==> src/rtl/utx_serial.sv <==
// utx_serial - UART transmitter, 8 data bits, LSB first, 1 or 2 stop bits.
//
// Bytes are accepted on a valid/ready handshake and sent out as
// start(0), d0..d7, [parity], stop(1) x STOP_BITS.
// Each bit lasts BAUD_DIV cycles of clk_sys. The line idles high.
//
// The TX pin is the Q of a flop that is loaded from the registered state.
// Because of this, the line lags the state register by one cycle, and the
// start bit appears on the edge after the accept edge.
//
// Optional feature macro: UTX_PARITY_EN.
// When it is defined, an even-parity bit (XOR of the latched byte) is
// inserted between d7 and the stop bits.
//
// Parameters:
//   BAUD_DIV   clk_sys cycles per bit, 2..65535
//   STOP_BITS  number of stop bits, 1 or 2
// Ports:
//   clk_sys  in   system clock
//   rst      in   asynchronous reset, active-high
//   tx_data  in   [7:0] byte to send, sampled at accept
//   tx_vld   in   tx_data is valid
//   tx_rdy   out  block can accept a byte (FSM in IDLE)
//   tx_busy  out  a frame is in progress
//   utx_p0   out  serial TX line, idle high
module utx_serial #(
  parameter int BAUD_DIV  = 434,
  parameter int STOP_BITS = 1
) (
  input  logic       clk_sys,
  input  logic       rst,
  input  logic [7:0] tx_data,
  input  logic       tx_vld,
  output logic       tx_rdy,
  output logic       tx_busy,
  output logic       utx_p0
);

  localparam logic [15:0] BAUD_LAST = 16'(BAUD_DIV - 1);
  localparam logic [2:0]  STOP_LAST = 3'(STOP_BITS - 1);

  typedef enum logic [2:0] {
    IDLE   = 3'd0,
    START  = 3'd1,
    DATA   = 3'd2,
`ifdef UTX_PARITY_EN
    PARITY = 3'd4,
`endif
    STOP   = 3'd3
  } state_t;

  state_t      state_q, state_d;
  logic [15:0] baud_q, baud_d;
  logic [2:0]  bit_q, bit_d;
  logic [7:0]  shift_q, shift_d;
  logic        utx_q, utx_d;
  logic        rdy_q, busy_q;
  logic        baud_wrap_s;
  logic [15:0] baud_nxt_s;

`ifdef UTX_PARITY_EN
  logic        par_q, par_d;

  function automatic logic even_parity(input logic [7:0] b);
    return ^b;
  endfunction
`endif

  assign baud_wrap_s = (baud_q == BAUD_LAST);
  assign baud_nxt_s  = baud_wrap_s ? 16'd0 : (baud_q + 16'd1);

  // Next-state, counter and shift-register logic.
  // A wrap of the baud counter marks a bit boundary. The wrap also returns
  // the counter to 0, so every state is entered with baud_q == 0.
  always_comb begin
    state_d = state_q;
    baud_d  = baud_q;
    bit_d   = bit_q;
    shift_d = shift_q;
`ifdef UTX_PARITY_EN
    par_d   = par_q;
`endif
    case (state_q)
      IDLE: begin
        baud_d = 16'd0;
        bit_d  = 3'd0;
        if (tx_vld) begin
          state_d = START;
          shift_d = tx_data;
`ifdef UTX_PARITY_EN
          par_d   = even_parity(tx_data);
`endif
        end else begin
          state_d = IDLE;
        end
      end
      START: begin
        baud_d = baud_nxt_s;
        if (baud_wrap_s) begin
          state_d = DATA;
          bit_d   = 3'd0;
        end else begin
          state_d = START;
        end
      end
      DATA: begin
        baud_d = baud_nxt_s;
        if (baud_wrap_s) begin
          shift_d = {1'b0, shift_q[7:1]};
          if (bit_q == 3'd7) begin
`ifdef UTX_PARITY_EN
            state_d = PARITY;
`else
            state_d = STOP;
`endif
            bit_d = 3'd0;
          end else begin
            bit_d = bit_q + 3'd1;
          end
        end else begin
          state_d = DATA;
        end
      end
`ifdef UTX_PARITY_EN
      PARITY: begin
        baud_d = baud_nxt_s;
        if (baud_wrap_s) begin
          state_d = STOP;
          bit_d   = 3'd0;
        end else begin
          state_d = PARITY;
        end
      end
`endif
      STOP: begin
        // bit_q counts the stop bits sent so far.
        baud_d = baud_nxt_s;
        if (baud_wrap_s) begin
          if (bit_q == STOP_LAST) begin
            state_d = IDLE;
            bit_d   = 3'd0;
          end else begin
            bit_d = bit_q + 3'd1;
          end
        end else begin
          state_d = STOP;
        end
      end
      default: begin
        state_d = IDLE;
        baud_d  = 16'd0;
        bit_d   = 3'd0;
      end
    endcase
  end

  // Line level is decoded from the registered state, then registered itself.
  always_comb begin
    utx_d = 1'b1;
    case (state_q)
      START:   utx_d = 1'b0;
      DATA:    utx_d = shift_q[0];
`ifdef UTX_PARITY_EN
      PARITY:  utx_d = par_q;
`endif
      STOP:    utx_d = 1'b1;
      IDLE:    utx_d = 1'b1;
      default: utx_d = 1'b1;
    endcase
  end

  // State, counters, shift register and registered outputs.
  always_ff @(posedge clk_sys or posedge rst) begin
    if (rst) begin
      state_q <= IDLE;
      baud_q  <= 16'd0;
      bit_q   <= 3'd0;
      shift_q <= 8'd0;
      utx_q   <= 1'b1;
      rdy_q   <= 1'b1;
      busy_q  <= 1'b0;
    end else begin
      state_q <= state_d;
      baud_q  <= baud_d;
      bit_q   <= bit_d;
      shift_q <= shift_d;
      utx_q   <= utx_d;
      rdy_q   <= (state_d == IDLE);
      busy_q  <= (state_d != IDLE);
    end
  end

`ifdef UTX_PARITY_EN
  // Parity of the accepted byte, held for the whole frame.
  always_ff @(posedge clk_sys or posedge rst) begin
    if (rst) begin
      par_q <= 1'b0;
    end else begin
      par_q <= par_d;
    end
  end
`endif

  assign tx_rdy  = rdy_q;
  assign tx_busy = busy_q;
  assign utx_p0  = utx_q;

endmodule

==> config.mk <==
export PLATFORM = sky130hd
export DESIGN_NAME = utx_serial
export DESIGN_NICKNAME = d
export VERILOG_FILES = /design/src/rtl/utx_serial.sv
export SDC_FILE = /design/constraint.sdc
export NUM_CORES = 1
export LEC_CHECK = 0
export CORE_MARGIN = 2
export CORE_UTILIZATION = 47
export DETAILED_ROUTE_END_ITERATION = 7
export GPL_TIMING_DRIVEN = 0
export HOLD_SLACK_MARGIN = 0.08
export PLACE_DENSITY = 0.71
export SLEW_MARGIN = 10
export SYNTH_ARGS = -nofsm -noshare
export SYNTH_HDL_FRONTEND = slang
export SYNTH_SLANG_ARGS = --single-unit
==> constraint.sdc <==
create_clock -name clk_sys -period 2.21 [get_ports clk_sys]
set_input_delay 0.3315 -clock clk_sys [delete_from_list [all_inputs] [get_ports clk_sys]]
set_output_delay 0.3315 -clock clk_sys [all_outputs]
set_load 0.02 [all_outputs]
# Word level (Yosys, flattened, before mapping)
# Index checks and enable logic that the tools add are counted.
[op_classes]
add_sub_neg = 2
eq_ne = 9
n_mux = 19
reduce_logical = 8
[ops]
columns = ["operator", "n"]
rows = [
  ["2-to-1 mux 16 bit", 2],
  ["2-to-1 mux 3 bit", 9],
  ["adder 16 x 1 -> 16 bit, second input constant", 1],
  ["== test 16 x 9 -> 1 bit, second input constant", 1],
  ["2-to-1 mux 8 bit", 2],
  ["case mux 8 bit (2 select lines)", 1],
  ["case mux 3 bit (4 select lines)", 1],
  ["zero test 3 bit", 3],
  ["case mux 3 bit (3 select lines)", 1],
  ["inequality test 2 bit, second input constant", 4],
  ["== test 3 x 2 -> 1 bit, second input constant", 2],
  ["AND reduction 3 bit", 2],
  ["adder 3 x 1 -> 3 bit, second input constant", 1],
  ["== test 3 x 1 -> 1 bit, second input constant", 1],
  ["== test 3 bit, second input constant", 1],
  ["nonzero test 3 bit", 1],
  ["OR reduction 3 bit", 1],
  ["2-to-1 mux 2 bit", 1],
  ["case mux 1 bit (2 select lines)", 1],
  ["nonzero test 2 bit", 1],
  ["2-to-1 mux 1 bit", 1],
]
[totals]
reg_bits = 33
inputBits = 11
output_inout_bits = 3
wordCells = 45

# Longest topological paths before layout
[depth]
ltp_word = 5
mapped_depth = 9
mapped_depth_nobuf = 6

# Worst setup path before layout
# OpenSTA, ideal clock, no wires.
[synth_path]
path_type = "register to register"
from = "register baud_q[0]"
to = "register bit_q[0]"
setup_ps = 125
arrival_ps = 1762
t_required_ps = 2085
setup_slack_ps = 323
path_stages_with_launch = 8
n_path_buf = 2
period_less_slack_ps = 1887
path_cell_list = "dfrtp_1 ha_1 nor4b_2 and4_4 buf_6 or3_1 buf_6 mux2_4"
[synth_between]
elab_chain_cells = 3
word_cells_on_any_way = 5
classes_between = "eq/ne: 4; reduce/logical: 1"
[synth_rtl]
columns = ["item", "line_no", "source"]
rows = [
  ["start, declared", "53", "logic [15:0] baud_q, baud_d;"],
  ["start signal, assigned", "184", "baud_q <= baud_d;"],
  ["== test 16 x 9 -> 1 bit *", "69", "assign baud_wrap_s = (baud_q == BAUD_LAST);"],
  ["inequality test 2 bit (no source line)", "n/a", ""],
  ["AND reduction 3 bit (no source line) *", "n/a", ""],
  ["end signal, assigned", "185", "bit_q <= bit_d;"],
  ["end, declared", "54", "logic [2:0] bit_q, bit_d;"],
]
# Every way passes the cells marked *; elsewhere a longest branch is shown, timed or not.
# A chain may end at the register's enable or synchronous reset.

# Final worst setup path
# Ends and elaborated chain as after synthesis.

==> impl_metrics.py <==
metrics = {
    "run_status": {
        "outcome": "finished clean",
    },
    "setup_path": {
        "crit_path_cell_trace": "ha_1 -> nor4b_2 -> and4_4 -> buf_6 -> or3_1 -> buf_6 -> mux2_4",
        "critPathMaxFanout": 10,
        "crit_start": "baud_q[0]",
        "reg2reg_from": "baud_q[0]",
        "end_kind": "flop",
        "cp.required_ns": 2.43,
        "crit_path_frequent_cell": "buf_6",
        "arrival_ns": 2.19,
        "cp_slowest_cell": "dfrtp_1",
        "worstSetupPathType": "reg2reg",
        "max_stage_delay_ns": 0.43,
        "cp-start-kind": "flop",
    },
    "cts": {
        "hold_buffers": 0,
        "htreeDepth": 2,
        "clkTransAtPathRegs_ns": 0.10,
        "cts_resized": 0,
        "cts_tree": "yes",
        "cts_buffers": 5,
        "cts.sinks": 33,
        "max-clock-path-buffers": 2,
        "clock_latency_ns": 0.33,
        "post_cts_buffers": 0,
        "clock_tree.root_cell": "clkbuf_4",
    },
    "sta": {
        "drv_slew": 0,
        "max_slew_margin": 0.5537,
        "finalSetupTns_ns": 0,
        "fin_crit_sh": 0.8900,
        "hold_viol": 0,
        "worst_slack_ns": 0.2431,
        "final.min_clock_period_ns": 1.967,
        "worst_pin_slew_ns": 0.6685,
        "finalClockSkew_ns": 0.004771,
        "rsz0062_at_grt": "false",
        "clock.fmax_mhz": 508.4,
        "finalSetupViolCount": 0,
    },
    "floorplan": {
        "boundaryPins": 14,
        "dieWidth_um": 63.95,
        "dieArea_um2": 4090,
        "dieHeight_um": 63.95,
        "core_area_um2": 3390,
        "start_util": 0.4983,
        "num_rows": 21,
    },
    "place": {
        "place_area_um2": 1877,
        "dpl.hpwl_um": 2169,
        "port-buffer-count": 13,
        "post-place-ws_ns": 0.2417,
        "routabilityCongestion": 0.8555,
    },
    "logic_synthesis": {
        "synth_top_area_frac": 0.4593,
        "syn-num-nets": 179,
        "synth_most_common_cell": "dfrtp_1",
        "synth_area_leaders": "dfrtp_1, xnor2_1, a221o_1",
        "ys_ff_latch": 33,
        "async_flop_share": 1.000,
        "synth_ff_type": "dfrtp_1",
        "postSynthAreaPerCell_um2": 10.36,
        "yosys-top-cells-count": "dfrtp_1, nor2_1, and2_1, xnor2_1, nand3_1",
        "yosysSeqAreaShare": 0.4904,
        "synth_cells": 163,
        "ys_types": 40,
        "syn_area_um2": 1689,
        "synth_largest_area_cell": "dfrtp_1",
        "yosysWarnings": 0,
        "synth_edf_count": 0,
    },
    "global_routing": {
        "grt_pass1_vias": 1202,
        "grt_pass1_wl_um": 5423,
        "grt_max_degree": 34,
        "grt.total_usage": 0.1696,
        "overflow": 0,
        "antenna_found_initial": 0,
    },
    "layout": {
        "final_nets": 199,
        "stdcell_area_um2": 1962,
        "num_antenna_cells": 0,
        "area_growth_pct": 16.15,
        "drive_gt1_frac": 0.1141,
    },
    "pwr": {
        "ir_worst_vdd_uv": 404.7,
        "power.total_mw": 1.254,
        "p_leak_nw": 0.8402,
        "power.density_nw_per_um2": 639.2,
    },
    "route": {
        "drt_iter0_drc": 80,
        "drt_pass1_iterations": 4,
        "routedWlPerCell_um": 12.86,
        "viasPerCell": 5.343,
        "via_count": 1229,
        "antenna_left": 0,
        "drt-total-wl_um": 2958,
        "drc": 0,
    },
    "job": {
        "maxCapViolCount": 0,
    },
    "hold_path": {
        "hold_path.class": "in2async",
    },
}
-- metrics by stage --
step	cells	hold WS, ns	utilization
finish	230	0.4158	0.5788
global route	230	0.4732	0.5788
CTS	230	0.5181	0.5788
detailed placement	222	0.4999	0.5537
global placement	222	0.4897	0.5537
floorplan	163	0.4483	-
-- report_power, final --
part	total [mW]	internal (mW)	leakage, nW	switching [mW]
Sequential	0.663	0.642	0.436	0.0212
Combinational	0.125	0.0664	0.359	0.0584
Clock	0.466	0.270	0.0455	0.196
-- final timing paths --
check	to	slack, ns	cells past startpoint
setup / recovery	bit_q[0]	0.24	7
hold / removal	baud_q[5]	0.42	2
setup reg to reg	bit_q[0]	0.24	7
hold reg to reg	baud_q[0]	0.51	1
max in group asynchronous	shift_q[5]	1.37	2
min in group clk_sys	baud_q[0]	0.51	1
-- metal layers --
| layer | wire [um] | track usage | part of all wire |
|---|---|---|---|
| met2 | 1403 | 0.2721 | 0.47 |
| met4 | 27 | 0.06522 | 0.0091 |
| met5 | 0 | 0 | 0 |
| met3 | 167 | 0.03697 | 0.056 |
| met1 | 1359 | 0.2232 | 0.46 |
-- sequential cells by signal (all words and copies together) (netlist names) --
| signal | count |
|---|---|
| bit_q | 3 |
| tx_rdy | 1 |
| tx_busy | 1 |
| utx_p0 | 1 |
| shift_q | 8 |
| baud_q | 16 |
| state_q | 3 |
-- logic make-up after synthesis --
family / count (synthesis) / synth area share
and+or+nand+nor: 75 / 0.2526
DFF: 33 / 0.4904
AOI/OAI and AO/OA: 18 / 0.08371
buffers and inverters: 16 / 0.05185
xor gates and xnor gates: 13 / 0.06741
adders and majority gates: 5 / 0.03704
muxes: 2 / 0.01481
other: 1 / 0.002220
-- cell usage in the layout, fill, tap and decap left out, types with 3 or more instances in the layout --
master	Yosys	final
dfrtp_1	31	31
nor2_1	18	18
clkdlybuf4s50_1	0	13
and2_1	9	9
xnor2_1	9	9
nand3_1	8	8
a221o_1	7	7
inv_1	7	6
nor3_1	5	5
clkbuf_1	4	5
and3_1	5	5
nand2_1	5	5
ha_1	5	5
clkbuf_4	0	5
a21oi_1	4	4
nand4_1	4	4
xor2_1	4	4
nor2b_1	4	4
buf_6	3	3
-- critical path: cells and delay by family, from the launching register on --
family	cells	cell delay [ns]
AND/OR/NAND/NOR	3	0.66
flip-flops	1	0.43
buffers and inverters	2	0.29
multiplexers	1	0.29
adder cells (fa/ha/maj)	1	0.21
-- area by class of cell --
type / instances / area [um2]
fillers: 289 / 1428
flip-flops and latches: 33 / 828.3
multi-input cells: 114 / 773.2
repair buffers: 13 / 130.1
plain buffers: 9 / 61.31
well taps: 46 / 57.56
clock buffers: 7 / 55.05
clock inverters: 1 / 30.03
inverters: 7 / 26.28
Power figures use the tool's default switching activity.
